--- config.mk ---
export PLATFORM = sky130hd
export DESIGN_NAME = imm_narrow_pipe
export DESIGN_NICKNAME = d
export VERILOG_FILES = /design/src/rtl/imm_narrow_pipe.sv
export SDC_FILE = /design/constraint.sdc
export NUM_CORES = 1
export LEC_CHECK = 0
export CORE_MARGIN = 2
export CORE_UTILIZATION = 49
export DETAILED_ROUTE_END_ITERATION = 10
export PLACE_DENSITY = 0.85
export RECOVER_POWER = 50
export REMOVE_ABC_BUFFERS = 1
export SLEW_MARGIN = 10
export SYNTH_ARGS = -nofsm -noshare
export SYNTH_HDL_FRONTEND = slang
export SYNTH_SLANG_ARGS = --single-unit
--- constraint.sdc ---
create_clock -name clock -period 4.6 [get_ports clock]
set_input_delay 0.92 -clock clock [delete_from_list [all_inputs] [get_ports clock]]
set_output_delay 0.92 -clock clock [all_outputs]
set_load 0.05 [all_outputs]
--- src/rtl/imm_narrow_pipe.sv ---
// rtl/imm_narrow_pipe.sv - 32-to-17-bit signed narrowing pipeline with overflow flag and saturating counter (optional macro: SATURATE_EN)
module imm_narrow_pipe #(
    parameter int IN_WIDTH  = 32,
    parameter int OUT_WIDTH = 17,
    parameter int CNT_WIDTH = 16
) (
    input  logic                 clock,
    input  logic                 reset,
    input  logic                 in_valid,
    output logic                 in_ready,
    input  logic [IN_WIDTH-1:0]  in_data,
    output logic                 out_valid,
    input  logic                 out_ready,
    output logic [OUT_WIDTH-1:0] out_data,
    output logic                 out_ovf,
    input  logic                 clr_count,
    output logic [CNT_WIDTH-1:0] ovf_count
);

    localparam logic [OUT_WIDTH-1:0] MAX_POS = {1'b0, {(OUT_WIDTH-1){1'b1}}};
    localparam logic [OUT_WIDTH-1:0] MIN_NEG = {1'b1, {(OUT_WIDTH-1){1'b0}}};
    localparam logic [CNT_WIDTH-1:0] CNT_MAX = {CNT_WIDTH{1'b1}};
    localparam logic [CNT_WIDTH-1:0] CNT_ONE = CNT_WIDTH'(1);

    // Stage 1: low field, sign bit and range verdict of the accepted word
    logic                 s1_valid_q;
    logic [OUT_WIDTH-1:0] s1_low_q;
    logic                 s1_sign_q;
    logic                 s1_inrange_q;

    // Stage 2: the output register
    logic                 s2_valid_q;
    logic [OUT_WIDTH-1:0] s2_data_q;
    logic [OUT_WIDTH-1:0] s2_data_d;
    logic                 s2_ovf_q;

    logic [CNT_WIDTH-1:0] cnt_q;
    logic [CNT_WIDTH-1:0] cnt_d;

    logic                         adv1;
    logic                         adv2;
    logic                         accept;
    logic                         in_range;
    logic [IN_WIDTH-OUT_WIDTH:0]  upper_bits;

    assign upper_bits = in_data[IN_WIDTH-1:OUT_WIDTH-1];
    assign in_range   = (&upper_bits) | ~(|upper_bits);

    assign adv2     = ~s2_valid_q | out_ready;
    assign adv1     = ~s1_valid_q | adv2;
    assign in_ready = adv1 & ~reset;
    assign accept   = in_valid & in_ready;

    assign out_valid = s2_valid_q;
    assign out_data  = s2_data_q;
    assign out_ovf   = s2_ovf_q;
    assign ovf_count = cnt_q;

    // Valid bits of both stages; reset flushes anything in flight
    always_ff @(posedge clock) begin
        if (reset) begin
            s1_valid_q <= 1'b0;
            s2_valid_q <= 1'b0;
        end else begin
            if (adv1) s1_valid_q <= in_valid;
            if (adv2) s2_valid_q <= s1_valid_q;
        end
    end

    // Stage 1 payload; only loaded on a real transfer so idle inputs are ignored
    always_ff @(posedge clock) begin
        if (accept) begin
            s1_low_q     <= in_data[OUT_WIDTH-1:0];
            s1_sign_q    <= in_data[IN_WIDTH-1];
            s1_inrange_q <= in_range;
        end
    end

    // Narrowed value: wrap by default, clamp to the signed limits when saturating
    always_comb begin
        s2_data_d = s1_low_q;
`ifdef SATURATE_EN
        if (!s1_inrange_q) s2_data_d = s1_sign_q ? MIN_NEG : MAX_POS;
`endif
    end

    // Output register holds steady while the consumer stalls
    always_ff @(posedge clock) begin
        if (reset) begin
            s2_data_q <= '0;
            s2_ovf_q  <= 1'b0;
        end else if (adv2 && s1_valid_q) begin
            s2_data_q <= s2_data_d;
            s2_ovf_q  <= ~s1_inrange_q;
        end
    end

    // Overflow count: clear wins over increment, increment stops at all-ones
    always_comb begin
        cnt_d = cnt_q;
        if (clr_count) begin
            cnt_d = '0;
        end else if (accept && !in_range && cnt_q != CNT_MAX) begin
            cnt_d = cnt_q + CNT_ONE;
        end
    end

    // Counter register
    always_ff @(posedge clock) begin
        if (reset) cnt_q <= '0;
        else       cnt_q <= cnt_d;
    end

endmodule
# Word level (Yosys, flattened, before mapping)
# Index checks and enable logic that the tools add are counted.
[totals]
wordCells = 26
mem_bits_rw = 0
register_bits = 54
rom_bits = 0
latch_bits = 0
mem_count = 0
out_inout_bits = 36
[classes]
addsub = 1
div = 0
bitwise_logic = 10
n_mul = 0
n_shift = 0
muxes = 0
magnitude_cmp = 0
n_eq_ne = 1
n_reduce_logical = 7
[ops]
columns = ["cell", "n"]
rows = [
  ["16-bit by 1-bit adder with 16-bit output, second input constant", 1],
  ["16-bit inequality test, second input constant", 1],
  ["16-bit AND reduction", 1],
  ["16-bit OR reduction", 1],
  ["1-bit inverter", 5],
  ["1-bit logical AND", 3],
  ["1-bit OR", 3],
  ["1-bit bitwise AND", 2],
  ["2-bit OR reduction", 1],
  ["1-bit zero test", 1],
]

# Depth between registers and ports, before layout
# Gate-level depths: netlist of run 1.
[logic_depth]
word_depth = 7
mapped_depth = 7
mapped_depth_nobuf = 5

# Worst setup path after synthesis of run 1
# Ideal clock, no wire load.
[synth_timing]
path_type = "input to output"
start = "input reset"
end = "output in_ready"
arrival_time_ns = 2.040
path_buffers = 2
slack_ns = 1.640
stages = 3
required_ns = 3.680
path_cell_list = "buf_2 buf_1 a21oi_1"
[synth_between]
elab_chain_cells = 2
[synth_lines]
columns = ["item", "line_no", "text"]
rows = [
  ["from (decl)", "8", "input logic reset,"],
  ["1-bit inverter", "51", "assign in_ready = adv1 & ~reset;"],
  ["1-bit bitwise AND", "51", ""],
  ["to (decl)", "10", "output logic in_ready,"],
]
# Every way passes these cells.

# Worst setup path after layout of run 1
[layout_timing]
start = "input out_ready"
end = "output in_ready"
[layout_between]
elab_chain_cells = 3
[layout_lines]
columns = ["item", "line_no", "text"]
rows = [
  ["from (decl)", "13", "input logic out_ready,"],
  ["1-bit OR", "49", "assign adv2 = ~s2_valid_q | out_ready;"],
  ["1-bit OR", "50", "assign adv1 = ~s1_valid_q | adv2;"],
  ["1-bit bitwise AND", "51", ""],
]
# Every way passes these cells.

==> impl.org, run 1 <==
** Run status
- Result of the run :: completed

** Critical path
- Flop-to-flop setup slack :: 2.58 ns
- Reg-to-Reg Start :: ovf_count[0]
- The worst register-to-register path ends at ovf_count[10].
- Cell depth of the worst flop-to-flop path :: 5
- The critical path starts at out_ready.
- The critical path is of the in2out type.
- Kind of start point of the critical path :: input pin
- Critical path data required time :: 3.68 ns
- Capturing element type of the critical path :: output pin
- Highest fanout seen on the critical path :: 6
- Endpoint arrival time on the critical path :: 2.45 ns

** Floorplanning
- Top-Level Pins :: 73
- X dimension of the die :: 71.74 um
- The initial utilization of the core area, before any placement, comes to 51.28%.
- Vert. Die Dim :: 71.74 um
- The floorplan has 24 rows.
- Die Footprint :: 0.005147 sq mm
- The region available for standard cell placement spans 0.004384 sq mm.

** Pwr
- IR Drop Worst-Case VDD :: 0.1804 mV
- Power density relative to cell area :: 290.5 mW/mm^2
- In this run the static leakage power is 0.001070 uW.

** Yosys
- Most common flop cell mapped by yosys :: dfxtp_1
- Sequential-to-total area share from yosys stat :: 56.09%
- Dividing the synthesized area by the synthesized cell count gives 9.691 sq um.
- Share of synthesized registers carrying an async set or reset :: 0%
- In the synthesized netlist, the number of instances is 232.
- Synth Cell Area :: 0.002248 sq mm
- Synthesized flop and latch total :: 54
- Yosys mapped a number of flops with a built-in enable equal to 18.
- During synthesis, Yosys emitted a total of 0 warnings.
- Count of unique library cells instantiated by Yosys :: 43

** Global route
- Number of antenna violations at the first check in global routing :: 0
- GRT Util Overall :: 21.23%
- The total overflow left after global routing is 0.
- Global-route wire length before repair :: 8514 um
- The number of global-route vias before repair came to 1861.
- Largest net degree at the start of global routing :: 28

** Place
- Total placed instance area :: 0.003002 sq mm
- At the end of routability-driven placement, the weighted congestion stood at 0.9225.
- # port buffers :: 72
- Detailed placer's ending HPWL :: 3679 um

** Timing
- Number of setup violations in the final report :: 0
- RSZ-0062 raised after global routing :: no
- The number of hold-slack violations in the final timing report came to 0.
- Minimum period implied by the final worst setup slack :: 3.375 ns
- In this run the tightest slew margin relative to its limit is 19.08%.
- Sum of negative setup slack :: 0 ns
- Ratio of final minimum period to clock period :: 73.36%
- The max-slew violation count is 0.
- Highest clock frequency the design can meet :: 0.2963 GHz
- At the pin with the least slew margin, the transition time is 1.214 ns.
- Clock skew :: 0.009831 ns

** Drt
- Detailed-route wire length on metal 1 :: 2164 um
- Summed over all nets, wire length on met2 after detailed routing comes to 2545 um.
- Drt first pass iters :: 4
- Post-Route WL :: 5072 um
- After detailed routing, no signal wire sits above met4.
- Remaining routing DRC violations :: 0
- Antenna violation net count after detailed routing :: 0
- Total via count after detailed routing :: 1991
- Detailed routing placed a total of 281 um of wire on met3.
- Via/cell ratio :: 5.608
- After detailed routing, the average wire length per cell comes to 14.29 um.
- The first routing iteration left 178 violations.

** Layout
- The sequential cells in the finished layout cover a total of 0.001261 sq mm.
- Filler cell count in the final layout :: 350
- At the end of the flow, the number of nets in the layout was 340.
- Area overhead of the layout relative to synthesis :: 37.01%
- The multi-input combinational cells in the finished layout cover a total of 913.4 sq um.
- The finished cells cover 0.003080 sq mm.
- Of the cells placed in the final design, the portion with a size suffix greater than 1 is 5.281%.
- Number of inserted diodes :: 0

** Clock network
- Total setup buffers inserted after CTS :: 0
- Counting the buffers created by CTS gives 5.
- CTS Hold Bufs :: 0
- No sink is reached through more buffers than the 2 on the longest clock path.
- CTS-repair resized insts :: 0
- Total clock sinks :: 54
- The clock reaches the later pin of the worst-skew pair after 0.31 ns.
- Clock transition at the registers of the reported paths :: 0.09 ns
- The tree is rooted in a clkbuf_8.
- TritonCTS built the clock tree.
- The clock tree synthesis step divided the H-tree into 2 levels.

** Hold path
- The path with the worst hold slack has its endpoint at out_ovf.
- Start point of the worst hold path :: s1_inrange_q
- Hold path cells :: 1
- Hold WC Path Type :: reg2reg

** Run
- Total of max-cap violations :: 0
==> worst max path at each step <==
stage / end / slack (ns) / cells after the start
after floorplan: ovf_count[4] / 1.59 / 5
after global placement: in_ready / 1.24 / 4
after detailed placement: in_ready / 1.22 / 4
after CTS: in_ready / 1.22 / 4
after global routing: ovf_count[5] / 1.08 / 6
final: in_ready / 1.23 / 4
==> cell families after synthesis <==
kind of cell	Yosys count	share of synthesized area, %
muxes	3	1.336
buffers and inverters	16	3.450
DFF	54	56.09
and+or+nand+nor	108	23.87
adders and majority gates	1	0.5564
AOI/OAI and AO/OA	50	14.69
==> registers in the layout, indices dropped and copies added, names as in the netlist <==
register and flops:
out_ovf 1, ovf_count 16, out_valid 1, s1_valid_q 1, s1_low_q 17, out_data 17, s1_inrange_q 1
==> cell type report <==
cell class              instances  area share (%)
multi-input cells             162           29.65
clock buffers                   5           2.234
repair buffers                 75           23.88
flip-flops and latches         54           40.94
clock inverters                 3          0.6905
well taps                      52           2.112
inverters                       4          0.4874
==> cells in the final DEF (no fill, tap or decap), types with 4 or more instances in the layout <==
cell type | netlist | final
nand3_1 | 9 | 9
nor4_1 | 4 | 4
dlygate4sd3_1 | 0 | 23
clkdlybuf4s50_1 | 0 | 49
nand4_1 | 9 | 9
dfxtp_1 | 36 | 36
nor2_1 | 11 | 11
inv_1 | 4 | 4
nand2_1 | 51 | 51
a21oi_1 | 24 | 24
clkbuf_8 | 0 | 5
edfxtp_1 | 18 | 18
or3_1 | 7 | 7
==> synth_stat cells, drive strengths merged, types with 3 or more instances <==
library cell  number  area, sq um
o21ai              3        15.01
edfxtp            18        540.5
mux2i              3        30.03
a211oi             3        27.52
nor2              11        41.29
inv                4        15.01
buf                5        36.28
dfxtp             36        720.7
nor4               4        25.02
nor3               4        25.02
nand2             51        191.4
or4                3        26.27
nand3              9        45.04
nand4              9        56.30
a21oi             27        146.4
or3                7        43.79
clkbuf             7        26.28
==> stage by stage <==
| step | setup WS [ns] | instances | total power (uW) | util (%) | hold WS, ns |
|---|---|---|---|---|---|
| 6_report | 1.225 | 355 | 895.0 | 70.26 | 0.4334 |
| 5_1_grt | 1.077 | 355 | 930.9 | 70.26 | 0.4564 |
| 4_1_cts | 1.216 | 355 | 904.9 | 70.52 | 0.4352 |
| 3_5_place_dp | 1.223 | 347 | 649.4 | 68.46 | 0.4221 |
| 3_3_place_gp | 1.238 | 347 | 646.7 | 68.46 | 0.4095 |
| 2_1_floorplan | 1.593 | 220 | 583.5 | - | 0.4009 |
==> critical path, cell delays in order <==
cell and delay (ns):
clkdlybuf4s50_1 0.51, nor2b_4 0.07, a21oi_1 0.14, clkdlybuf4s50_1 0.81
==> layer usage <==
layer / vias up / GRT usage, %
met5: - / 0
met4: 0 / 7.966
met3: 8 / 5.767
met2: 56 / 34.05
met1: 935 / 27.57
li1: 992 / -
==> power breakdown <==
group,total [uW],switching (uW),internal [uW],leakage [uW]
logic,118,69.1,48.6,0.000562
registers,516,7.08,508,0.000463
clock network,262,154,107,0.0000458
(Power assumes the default switching activity.)
==> run 2: changes to the inputs <==
--- a/config.mk
+++ b/config.mk
@@ -6,9 +6,9 @@
 export NUM_CORES = 1
 export LEC_CHECK = 0
 export CORE_MARGIN = 2
-export CORE_UTILIZATION = 49
+export CORE_UTILIZATION = 41
 export DETAILED_ROUTE_END_ITERATION = 10
-export PLACE_DENSITY = 0.85
+export PLACE_DENSITY = 0.76
 export RECOVER_POWER = 50
 export REMOVE_ABC_BUFFERS = 1
 export SLEW_MARGIN = 10
==> constraint.sdc (replaced) <==
create_clock -name clock -period 3 [get_ports clock]
set_input_delay 0.6 -clock clock [delete_from_list [all_inputs] [get_ports clock]]
set_output_delay 0.6 -clock clock [all_outputs]
set_load 0.05 [all_outputs]
==> impl.org, run 2 (synthesis results as in run 1) <==
** Drt
- Via/cell ratio :: 5.208 (-7.1%)
- The first-pass iteration count of the detailed router came to 4 (unchanged).
- The wire length reported by the detailed router was 5197 um (+2.5%).
- Antenna violation net count after detailed routing :: 0 (unchanged)
- Iteration-0 DRC count of the detailed router :: 111 (-38%)
- Total via count after detailed routing :: 1953 (-1.9%)
- Wire per inst :: 13.86 um (-3.0%)
- Remaining routing DRC violations :: 0 (unchanged)

** Clock network
- The post-CTS setup repair buffer count is 0 (unchanged).
- CTS H-tree depth :: 2 (unchanged)
- Clock tree synthesis selected as its root buffer the cell clkbuf_8.
- The total of cells resized after clock tree synthesis came to 0 (unchanged).
- The clock latency of the later-clocked register in the worst-skew pair is 0.31 ns (about the same).
- The total clock buffers created by CTS is 5 (unchanged).
- CTS Hold Bufs :: 0 (unchanged)
- The buffer levels on the longest clock path is 2 (unchanged).
- Clock transition at the registers of the reported paths :: 0.10 ns (about the same)
- TritonCTS clock tree :: yes
- The total clock sinks came to 54 (unchanged).

** Floorplanning
- The row count is 26 (+8.3%).
- Vert. Die Dim :: 78.06 um (+8.8%)
- The overall die width was 78.06 um (+8.8%).
- Initial core utilization :: 43.20% (-8.1 points)
- Top-Level Pins :: 73 (unchanged)
- The floorplan die area came to 0.006093 sq mm (+18%).
- Area of the core :: 0.005205 sq mm (+19%)

** Pwr
- The design internal power is 1047 uW (+58%).
- The power density normalized to cell area was 450.6 mW/mm^2 (+55%).
- Comb pwr share :: 13.0% (about the same)
- Static Leakage :: 0.001070 uW (about the same)
- Flop pwr share :: 56.2% (-1.4 points)
- Fraction of power consumed by the clock network :: 30.7% (+1.5 points)
- The switching share of power came to 25.45% (-0.31 points).
- Total net switching power :: 357.4 uW (+55%)
- The maximum ir drop on the vdd rail is 0.2485 mV (+38%).

** Place
- The estimated wirelength of the detail-placed design was 3851 um (+4.7%).
- The last weighted congestion value of the routability-driven placer was 0.8906 (-3.5%).
- The count of input and output buffers is 72 (unchanged).
- Total placed instance area :: 0.003049 sq mm (+1.6%)
- The setup slack at placement was 0.4070 ns (-0.8159 ns).

** Timing
- The worst-case clock skew is 0.003248 ns (-0.006583 ns).
- The worst slew margin relative to its limit came to 45.34% (+26 points).
- Sum of negative setup slack :: 0 ns (unchanged)
- For this run, the top clock speed supported by timing is 0.4049 GHz.
- RSZ-0062 raised after global routing :: no
- Actual transition at the worst max-transition pin :: 0.8199 ns (-0.3940 ns)
- The slack of the critical path is 0.5302 ns (-0.6951 ns).
- Ratio of final minimum period to clock period :: 82.33%
- The smallest clock period supported by the final layout is computed as 2.470 ns.
- Final Max Tran Viols :: 0 (unchanged)
- The setup-violating endpoint count in the final report is 0 (unchanged).
- The number of hold-slack violations in the final timing report is 0 (unchanged).

** Critical path
- The maximum fanout count along the critical path is 18 (+12).
- The worst setup path is launched from an input pin.
- Setup Crit Path Kind :: in2reg
- Critical path data required time :: 3.21 ns (-0.47 ns)
- Endpoint arrival time on the critical path :: 2.68 ns (+0.23 ns)
- Capturing element type of the critical path :: flip-flop

** Global route
- The total congestion overflow after global routing is 0 (unchanged).
- GRT Util Overall :: 17.58% (-3.7 points)
- The number of global-route vias before repair is 1856 (-0.27%).
- Largest net degree at the start of global routing :: 21 (-25%)
- The wire length of the first global-routing pass came to 8397 um (-1.4%).
- Number of antenna violations at the first check in global routing :: 0 (unchanged)

** Run
- Total of max-cap violations :: 0 (unchanged)

** Layout
- Relative to the synthesized area, the layout overhead comes to 38.62%.
- The final net count is 342 (+0.59%).
- Filler cell count in the final layout :: 464 (+33%)
- The library cell used most frequently in the layout, excluding fill and tap cells, is clkdlybuf4s50_1.
- Leading cell types in the layout, fill and taps excluded :: clkdlybuf4s50_1, nand2_1, dfxtp_1
- Fraction of final layout cells with drive strength greater than 1 :: 5.902% (+0.62 points)
- Number of inserted diodes :: 0 (unchanged)
- Post-route cell area :: 0.003117 sq mm (+1.2%)

** Run status
- The run finished with clean final reports.

** Hold path
- Hold WC Path Type :: reg2reg
==> run 2: changes by cell type in the layout (fill, tap and decap cells not counted), sizes merged <==
cell,delta
buf,+3
clkbuf,+1
dlygate4sd3,-4
inv,+1
clkinv,-3
clkinvlp,+1
clkdlybuf4s50,+3
==> run 2: worst max-delay path, cell delays in order <==
cell	delay, ns
dlygate4sd3_1	0.65
a211oi_1	0.43
buf_4	0.30
and3_4	0.35
a31oi_1	0.12
a41o_1	0.22
==> run 2: final timing paths <==
check,from,to,slack (ns),cells past startpoint
setup reg to reg,out_valid,ovf_count[14],0.98,6
setup / recovery,reset,ovf_count[14],0.53,6
hold reg to reg,s1_inrange_q,out_ovf,0.43,1
hold / removal,s1_inrange_q,out_ovf,0.43,1
==> run 2: routing by layer <==
metal  vias to the layer above  track usage [%]  share of wire, %
met5                         -                0                 0
met4                         0            6.316               1.7
met3                         8            4.598               6.1
met2                        59            31.29                51
met1                       891            20.36                41
li1                        995                -                 -
==> run 2: stage by stage <==
| stage | utilization [%] | power, uW | std cells | hold WS, ns |
|---|---|---|---|---|
| after detailed placement | 58.58 | 999.9 | 367 | 0.4169 |
| final | 59.88 | 1405 | 375 | 0.4274 |
| after floorplan | - | 894.7 | 220 | 0.4009 |
| after CTS | 60.48 | 1426 | 375 | 0.4323 |
| after global placement | 58.58 | 995.8 | 367 | 0.4108 |
| after global routing | 59.88 | 1459 | 375 | 0.4580 |
==> run 2: power by group through the flow <==
stage	registers (uW)	logic (uW)	clock network, uW
after floorplan	850	44.6	0
after global placement	806	190	0
after detailed placement	807	193	0
after CTS	790	194	442
after global routing	793	196	470
final	790	183	431
==> run 2: area by class of cell <==
cell class,instances,area [sq um],share of cell area [%]
clock inverters,2,16.27,0.5219
repair buffers,77,760.7,24.41
multi-input cells,162,893.4,28.66
inverters,4,15.01,0.4817
clock buffers,6,82.58,2.650
flip-flops and latches,54,1261,40.47
well taps,70,87.58,2.810
